`config.mk`:
```
export PLATFORM = sky130hd
export DESIGN_NAME = pi_loop_sequencer
export DESIGN_NICKNAME = d
export VERILOG_FILES = /design/src/rtl/pid_pkg.sv /design/src/rtl/sat_signed.sv /design/src/rtl/pi_loop_sequencer.sv
export SDC_FILE = /design/constraint.sdc
export NUM_CORES = 1
export LEC_CHECK = 0
export BUFFER_PORTS_ARGS = -buffer_cell sky130_fd_sc_hd__buf_2
export CAP_MARGIN = 20
export CORE_AREA = 2 2 107 109
export CTS_CLUSTER_DIAMETER = 50
export CTS_CLUSTER_SIZE = 40
export DETAILED_ROUTE_END_ITERATION = 12
export DIE_AREA = 0 0 109 111
export PLACE_DENSITY = 0.79
export SYNTH_ARGS = -nofsm -noshare
export SYNTH_HDL_FRONTEND = slang
export SYNTH_SLANG_ARGS = --single-unit
```
`constraint.sdc`:
```
create_clock -name clk -period 2.3 [get_ports clk]
set_input_delay 0.46 -clock clk [delete_from_list [all_inputs] [get_ports clk]]
set_output_delay 0.46 -clock clk [all_outputs]
set_load 0.1 [all_outputs]
```
`src/rtl/pid_pkg.sv`:
```
// Shared definitions for the PI loop: default datapath widths, pipeline latency
// and the sequencer state encoding.
package pid_pkg;

  localparam int unsigned PID_INPUT_WIDTH      = 18;
  localparam int unsigned PID_OUTPUT_WIDTH     = 32;
  localparam int unsigned PID_DAC_WIDTH        = 20;
  localparam int unsigned PID_PIPELINE_LATENCY = 4;

  typedef enum logic [2:0] {
    ST_IDLE      = 3'd0,
    ST_ADC_WAIT  = 3'd1,
    ST_PIPE_WAIT = 3'd2,
    ST_COMMIT    = 3'd3,
    ST_DAC_WAIT  = 3'd4
  } seq_state_e;

endpackage

```
`src/rtl/sat_signed.sv`:
```
// Combinational signed saturation of a wide two's-complement value into a
// narrower one; clamps to the narrow type's max/min when the value does not fit.
module sat_signed #(
  parameter int unsigned IN_WIDTH  = 32,
  parameter int unsigned OUT_WIDTH = 20
) (
  input  logic [IN_WIDTH-1:0]  data_i,
  output logic [OUT_WIDTH-1:0] data_o
);

  logic [IN_WIDTH-OUT_WIDTH:0] top_s;

  // The value fits when every bit from the narrow sign bit upward agrees.
  assign top_s = data_i[IN_WIDTH-1:OUT_WIDTH-1];

  // Pass through, or clamp toward the sign of the input.
  always_comb begin
    if ((&top_s) || !(|top_s)) begin
      data_o = data_i[OUT_WIDTH-1:0];
    end else if (data_i[IN_WIDTH-1]) begin
      data_o = {1'b1, {(OUT_WIDTH-1){1'b0}}};
    end else begin
      data_o = {1'b0, {(OUT_WIDTH-1){1'b1}}};
    end
  end

endmodule

```
`src/rtl/pi_loop_sequencer.sv`:
```
// Sequences one PI iteration per loop: ADC sample, pipeline wait, integral
// commit, saturated DAC write. Owns the integral state register.
module pi_loop_sequencer
  import pid_pkg::*;
#(
  parameter int unsigned INPUT_WIDTH      = PID_INPUT_WIDTH,
  parameter int unsigned OUTPUT_WIDTH     = PID_OUTPUT_WIDTH,
  parameter int unsigned DAC_WIDTH        = PID_DAC_WIDTH,
  parameter int unsigned PIPELINE_LATENCY = PID_PIPELINE_LATENCY
) (
  input  logic                    clk,
  input  logic                    rst,
  input  logic                    i_enable,
  input  logic                    i_clear_integral,
  input  logic                    i_adc_finished,
  input  logic [INPUT_WIDTH-1:0]  i_adc_data,
  output logic                    o_adc_arm,
  input  logic [OUTPUT_WIDTH-1:0] i_pipe_integral,
  input  logic [OUTPUT_WIDTH-1:0] i_pipe_out,
  output logic [INPUT_WIDTH-1:0]  o_actual,
  output logic [OUTPUT_WIDTH-1:0] o_integral,
  output logic                    o_dac_arm,
  output logic [DAC_WIDTH-1:0]    o_dac_data,
  input  logic                    i_dac_finished,
  output logic                    o_running,
  output logic [31:0]             o_loop_count
);

  localparam int unsigned CNT_WIDTH = $clog2(PIPELINE_LATENCY + 2);
  localparam logic [CNT_WIDTH-1:0] LAT_C = CNT_WIDTH'(PIPELINE_LATENCY);

  seq_state_e               state_q, state_d;
  logic [CNT_WIDTH-1:0]     cnt_q, cnt_d;
  logic                     adc_arm_q, adc_arm_d;
  logic                     dac_arm_q, dac_arm_d;
  logic [INPUT_WIDTH-1:0]   actual_q, actual_d;
  logic [OUTPUT_WIDTH-1:0]  integral_q, integral_d;
  logic [DAC_WIDTH-1:0]     dac_data_q, dac_data_d;
  logic                     running_q, running_d;
  logic [31:0]              loop_count_q, loop_count_d;
  logic                     clr_pend_q, clr_pend_d;
  logic [DAC_WIDTH-1:0]     sat_s;

  sat_signed #(
    .IN_WIDTH  (OUTPUT_WIDTH),
    .OUT_WIDTH (DAC_WIDTH)
  ) u_sat (
    .data_i (i_pipe_out),
    .data_o (sat_s)
  );

  // Next-state and next-output logic for the loop sequencer.
  always_comb begin
    state_d      = state_q;
    cnt_d        = cnt_q;
    adc_arm_d    = adc_arm_q;
    dac_arm_d    = dac_arm_q;
    actual_d     = actual_q;
    integral_d   = integral_q;
    dac_data_d   = dac_data_q;
    loop_count_d = loop_count_q;
    clr_pend_d   = clr_pend_q;

    // A clear outside IDLE is deferred so it cannot race the pipeline's integral.
    if (i_clear_integral && (state_q != ST_IDLE) && (state_q != ST_COMMIT)) begin
      clr_pend_d = 1'b1;
    end else begin
      clr_pend_d = clr_pend_q;
    end

    case (state_q)
      ST_IDLE: begin
        if (i_clear_integral) begin
          integral_d = {OUTPUT_WIDTH{1'b0}};
        end else begin
          integral_d = integral_q;
        end
        if (i_enable) begin
          state_d   = ST_ADC_WAIT;
          adc_arm_d = 1'b1;
        end else begin
          state_d = ST_IDLE;
        end
      end
      ST_ADC_WAIT: begin
        if (i_adc_finished) begin
          actual_d  = i_adc_data;
          adc_arm_d = 1'b0;
          cnt_d     = LAT_C;
          state_d   = ST_PIPE_WAIT;
        end else begin
          state_d = ST_ADC_WAIT;
        end
      end
      ST_PIPE_WAIT: begin
        if (cnt_q == {CNT_WIDTH{1'b0}}) begin
          state_d = ST_COMMIT;
        end else begin
          cnt_d = cnt_q - CNT_WIDTH'(1);
        end
      end
      ST_COMMIT: begin
        if (clr_pend_q || i_clear_integral) begin
          integral_d = {OUTPUT_WIDTH{1'b0}};
        end else begin
          integral_d = i_pipe_integral;
        end
        clr_pend_d = 1'b0;
        dac_data_d = sat_s;
        dac_arm_d  = 1'b1;
        state_d    = ST_DAC_WAIT;
      end
      ST_DAC_WAIT: begin
        if (i_dac_finished) begin
          dac_arm_d    = 1'b0;
          loop_count_d = loop_count_q + 32'd1;
          if (i_enable) begin
            state_d   = ST_ADC_WAIT;
            adc_arm_d = 1'b1;
          end else begin
            state_d = ST_IDLE;
          end
        end else begin
          state_d = ST_DAC_WAIT;
        end
      end
      default: begin
        state_d   = ST_IDLE;
        adc_arm_d = 1'b0;
        dac_arm_d = 1'b0;
      end
    endcase

    running_d = (state_d != ST_IDLE);
  end

  // State and output registers with synchronous reset.
  always_ff @(posedge clk) begin
    if (rst) begin
      state_q      <= ST_IDLE;
      cnt_q        <= {CNT_WIDTH{1'b0}};
      adc_arm_q    <= 1'b0;
      dac_arm_q    <= 1'b0;
      actual_q     <= {INPUT_WIDTH{1'b0}};
      integral_q   <= {OUTPUT_WIDTH{1'b0}};
      dac_data_q   <= {DAC_WIDTH{1'b0}};
      running_q    <= 1'b0;
      loop_count_q <= 32'd0;
      clr_pend_q   <= 1'b0;
    end else begin
      state_q      <= state_d;
      cnt_q        <= cnt_d;
      adc_arm_q    <= adc_arm_d;
      dac_arm_q    <= dac_arm_d;
      actual_q     <= actual_d;
      integral_q   <= integral_d;
      dac_data_q   <= dac_data_d;
      running_q    <= running_d;
      loop_count_q <= loop_count_d;
      clr_pend_q   <= clr_pend_d;
    end
  end

  assign o_adc_arm    = adc_arm_q;
  assign o_dac_arm    = dac_arm_q;
  assign o_actual     = actual_q;
  assign o_integral   = integral_q;
  assign o_dac_data   = dac_data_q;
  assign o_running    = running_q;
  assign o_loop_count = loop_count_q;

endmodule

```
==> results by stage <==
Timing:
- Clock skew on the completed layout was measured at 0.00913 ns.
- The maximum achievable frequency is 483 MHz.
- The minimum setup slack in the final design is 0.231 ns.
- The final critical-path required period is 2.07 ns.
- The setup TNS is 0 ns.
- For the pin with the worst max-slew slack, the measured transition is 0.995 ns.
- The worst-case headroom to the max-slew limit is 0.337.
- The number of pins with negative max-slew slack in the final report was 0.
- The count of final hold-check violations is 0.
- Of the available clock period, the critical path in the final layout requires 0.900.
- Setup repair after global routing left no endpoint under its margin.
- The final number of setup-violating endpoints is 0.

Placed design:
- Timing analysis after detailed placement gives a worst setup slack of 0.271 ns.
- The congestion estimate from routability-driven global placement came to 0.843.
- The wire-length estimate of the detail-placed layout is 8.94 mm.
- The count of input and output buffers is 192.

Power:
- The share of total power dissipated in the clock network is 0.378.
- The net switching power is 1230 µW.
- The sum of internal, switching and leakage power is 4280 µW.
- The analysis attributes to cell leakage a power of 0.00257 µW.
- The switching power as a share of total power is 0.289.
- IR analysis of the VDD net gives a maximum drop of 0.332 mV.
- Cell internal power was estimated by the tool at 3040 µW.
- The relative contribution of sequential cells to total power is 0.470.
- The combinational power share is 0.153.
- In this run the power density over the cells is 708 nW/µm².

Routing:
- The number of antenna-violating nets in the routed design is 0.
- Summed over all layers, the routed wires come to 12.2 mm.
- Dividing the detail-routed wire length by the instance count gives 14.2 µm.
- The total number of vias is 4663.
- After detailed routing, the number of remaining DRC violations is 0.
- The pre-antenna-repair detailed-routing pass consisted of 4 iterations.
- In the routed layout, each cell is associated on average with a via count of 5.43.
- The detailed router finished its first iteration with 260 violations.

Setup path:
- The sort of element at the end of the critical path is a register.
- Walking the worst path, the cells encountered are nand4_1 > or4_1 > or4_1 > a21oi_1.
- STA classifies the critical path startpoint as a register.
- The data required time at the worst endpoint is 2.56 ns.
- The data arrival time at the worst-slack endpoint is 2.33 ns.
- Among the stages of the critical path, the cell type that occurs most often is sky130_fd_sc_hd__or4_1.
- The category of the most critical setup path is reg2reg.
- The cell type of the slowest stage on the worst timing path is sky130_fd_sc_hd__or4_1.
- In this run the worst path has a maximum fanout of 8.
- The stage delay of the slowest cell on the critical path is 0.72 ns.

Die:
- The initial utilization of the core area, before any placement, comes to 0.415.
- The count of pins on the block boundary is 193.
- The core footprint is 11100 µm².
- The die footprint is 12100 µm².
- The vertical die dimension is 111 µm.
- The standard-cell row count is 39.
- The floorplan step set the die width to 109 µm.

Global route:
- The number of global-route vias before repair was 4373.
- The total overflow left after global routing is 0.
- The global-route total usage across every layer is 0.199.
- The first-pass GRT wire length is 19.8 mm.
- The pin count of the biggest net entering global routing is 46.
- The number of antenna violations at the first check in global routing is 0.

Yosys:
- The fraction of registers with async set or reset after synthesis is 0.
- The number of warning messages in the yosys log is 0.
- The synthesized netlist occupies a cell area of 4600 µm².
- Each instance of the synthesized netlist takes up on average 8.58 µm².
- The number of synthesized flops with an enable pin is 0.
- The share of the synthesized area in the top cell type is 0.487.
- For this run, the register share of the synthesized area comes to 0.487.
- The top cell type by total area after synthesis is sky130_fd_sc_hd__dfxtp_1.
- The most common cell in the netlist is sky130_fd_sc_hd__dfxtp_1.
- By area the synthesized netlist is led by sky130_fd_sc_hd__dfxtp_1 (49%), sky130_fd_sc_hd__nor2_1 (5.9%), sky130_fd_sc_hd__a22oi_1 (5.2%).
- In this run, synthesis produced a sequential element count of 112.
- The synthesized instance count is 536.
- The commonest cells after synthesis are sky130_fd_sc_hd__dfxtp_1 (112), sky130_fd_sc_hd__nor2_1 (72), sky130_fd_sc_hd__nand2_1 (54).
- In the synthesized netlist the dominant register cell turns out to be sky130_fd_sc_hd__dfxtp_1.
- The number of different library cells in the post-synthesis netlist is 46.
- The total nets after synthesis is 627.

Clocking:
- The number of buffers on the longest clock path is 2.
- The H-tree level count is 3.
- The hold-fix buffer count after cts is 0.
- After clock tree synthesis, the clock-pin slew on the worst setup and hold paths is 0.08 ns.
- The number of gates resized after CTS was 0.
- The number of CTS-inserted buffers is 9.
- The insertion delay to the later sink of the worst-skew pair is 0.34 ns.
- CTS saw 112 sinks.
- TritonCTS built the clock tree.
- The library cell used as clock root buffer is sky130_fd_sc_hd__clkbuf_16.
- Once the clock tree was built, the setup fixing pass inserted 0 buffers.

Flow run:
- The tool flagged a number of max-cap violations equal to 0.

Worst hold path:
- The min-delay analysis places its worst path in the category in2reg.

Finish:
- Measured on the finished design, the core utilization comes to 0.545.
- In the final layout, the share of cells above drive strength 1 is 0.349.
- The diode insertion count for antenna repair is 0.
- The net count of the finished layout is 802.
- The layout overhead on the synthesized area is 31.3%.

Status:
- The flow ran to the end, and the final reports show no timing, DRC or antenna violations.
[path summary, 6_finish.rpt]
| kind | slack, ns | start | cells after the start | to |
|---|---|---|---|---|
| max | 0.23 | o_loop_count[8] | 4 | o_loop_count[29] |
| max reg2reg | 0.23 | o_loop_count[8] | 4 | o_loop_count[29] |
| min | 0.35 | i_adc_data[12] | 3 | o_actual[12] |
| min reg2reg | 0.46 | o_actual[6] | 2 | o_actual[6] |
[flip-flops by register name, summed over array words and instances (netlist names), 3 cells and up]
name / cells
o_integral: 32
o_loop_count: 32
o_dac_data: 20
o_actual: 18
cnt_q: 3
state_q: 3
[critical path, delay by kind of cell (launching register included)]
kind / cells / cell delay, ns
AND/OR/NAND/NOR: 3 / 1.46
AO/OA/AOI/OAI: 1 / 0.16
flip-flops: 1 / 0.36
[per-layer routing]
metal	GRT usage	routed length, µm	vias up
li1	-	-	2286
met1	0.239	5190	2218
met2	0.343	6130	149
met3	0.0517	815	10
met4	0.0590	99	0
met5	0	0	-
[cell families (layout without fill, tap and decap cells)]
group | Yosys count | count (layout) | share of synthesized area
AND/OR/NAND/NOR | 217 | 217 | 0.235
buffers and inverters | 46 | 226 | 0.0413
XOR/XNOR | 11 | 11 | 0.0209
flip-flops | 112 | 112 | 0.487
adder cells (fa/ha/maj) | 3 | 3 | 0.00816
AO/OA/AOI/OAI | 143 | 143 | 0.198
multiplexers | 4 | 4 | 0.00925
[cells in the final DEF (no fill, tap or decap), types with 10 or more instances in the layout]
cell / netlist / final
sky130_fd_sc_hd__dfxtp_2: 0 / 21
sky130_fd_sc_hd__nor2_1: 72 / 72
sky130_fd_sc_hd__nand2_1: 54 / 54
sky130_fd_sc_hd__nand3_1: 10 / 10
sky130_fd_sc_hd__buf_4: 0 / 15
sky130_fd_sc_hd__nand4_1: 16 / 16
sky130_fd_sc_hd__dfxtp_1: 112 / 89
sky130_fd_sc_hd__buf_2: 2 / 191
sky130_fd_sc_hd__a211oi_1: 19 / 19
sky130_fd_sc_hd__o21ai_0: 23 / 23
sky130_fd_sc_hd__a21oi_1: 44 / 44
sky130_fd_sc_hd__a22oi_1: 32 / 32
sky130_fd_sc_hd__o31ai_1: 12 / 12
sky130_fd_sc_hd__or4_1: 14 / 14
[final cells by class]
type                       count  area, µm²
tap                          143        179
timing repair buffer         207       1090
sequential                   112       2280
inverter                       3       11.3
clock inverter                 6       73.8
multi-input combinational    378       2170
clock buffer                  10        239
fill                        1005       5040
[stage by stage]
step | cells | hold WS [ns] | area, µm²
floorplan | 536 | 0.457 | 4630
global placement | 843 | 0.439 | 5730
detailed placement | 843 | 0.448 | 5730
CTS | 859 | 0.334 | 6040
global route | 859 | 0.335 | 6040
finish | 859 | 0.353 | 6040
[power groups by stage]
| stage | clock [µW] | sequential, µW | combinational, µW |
|---|---|---|---|
| 6_report | 1620 | 2010 | 652 |
| 5_1_grt | 1740 | 2010 | 694 |
| 4_1_cts | 1660 | 2010 | 656 |
| 3_5_place_dp | 0 | 2050 | 653 |
| 3_3_place_gp | 0 | 2050 | 638 |
| 2_1_floorplan | 0 | 2330 | 201 |
(Power assumes the default switching activity.)
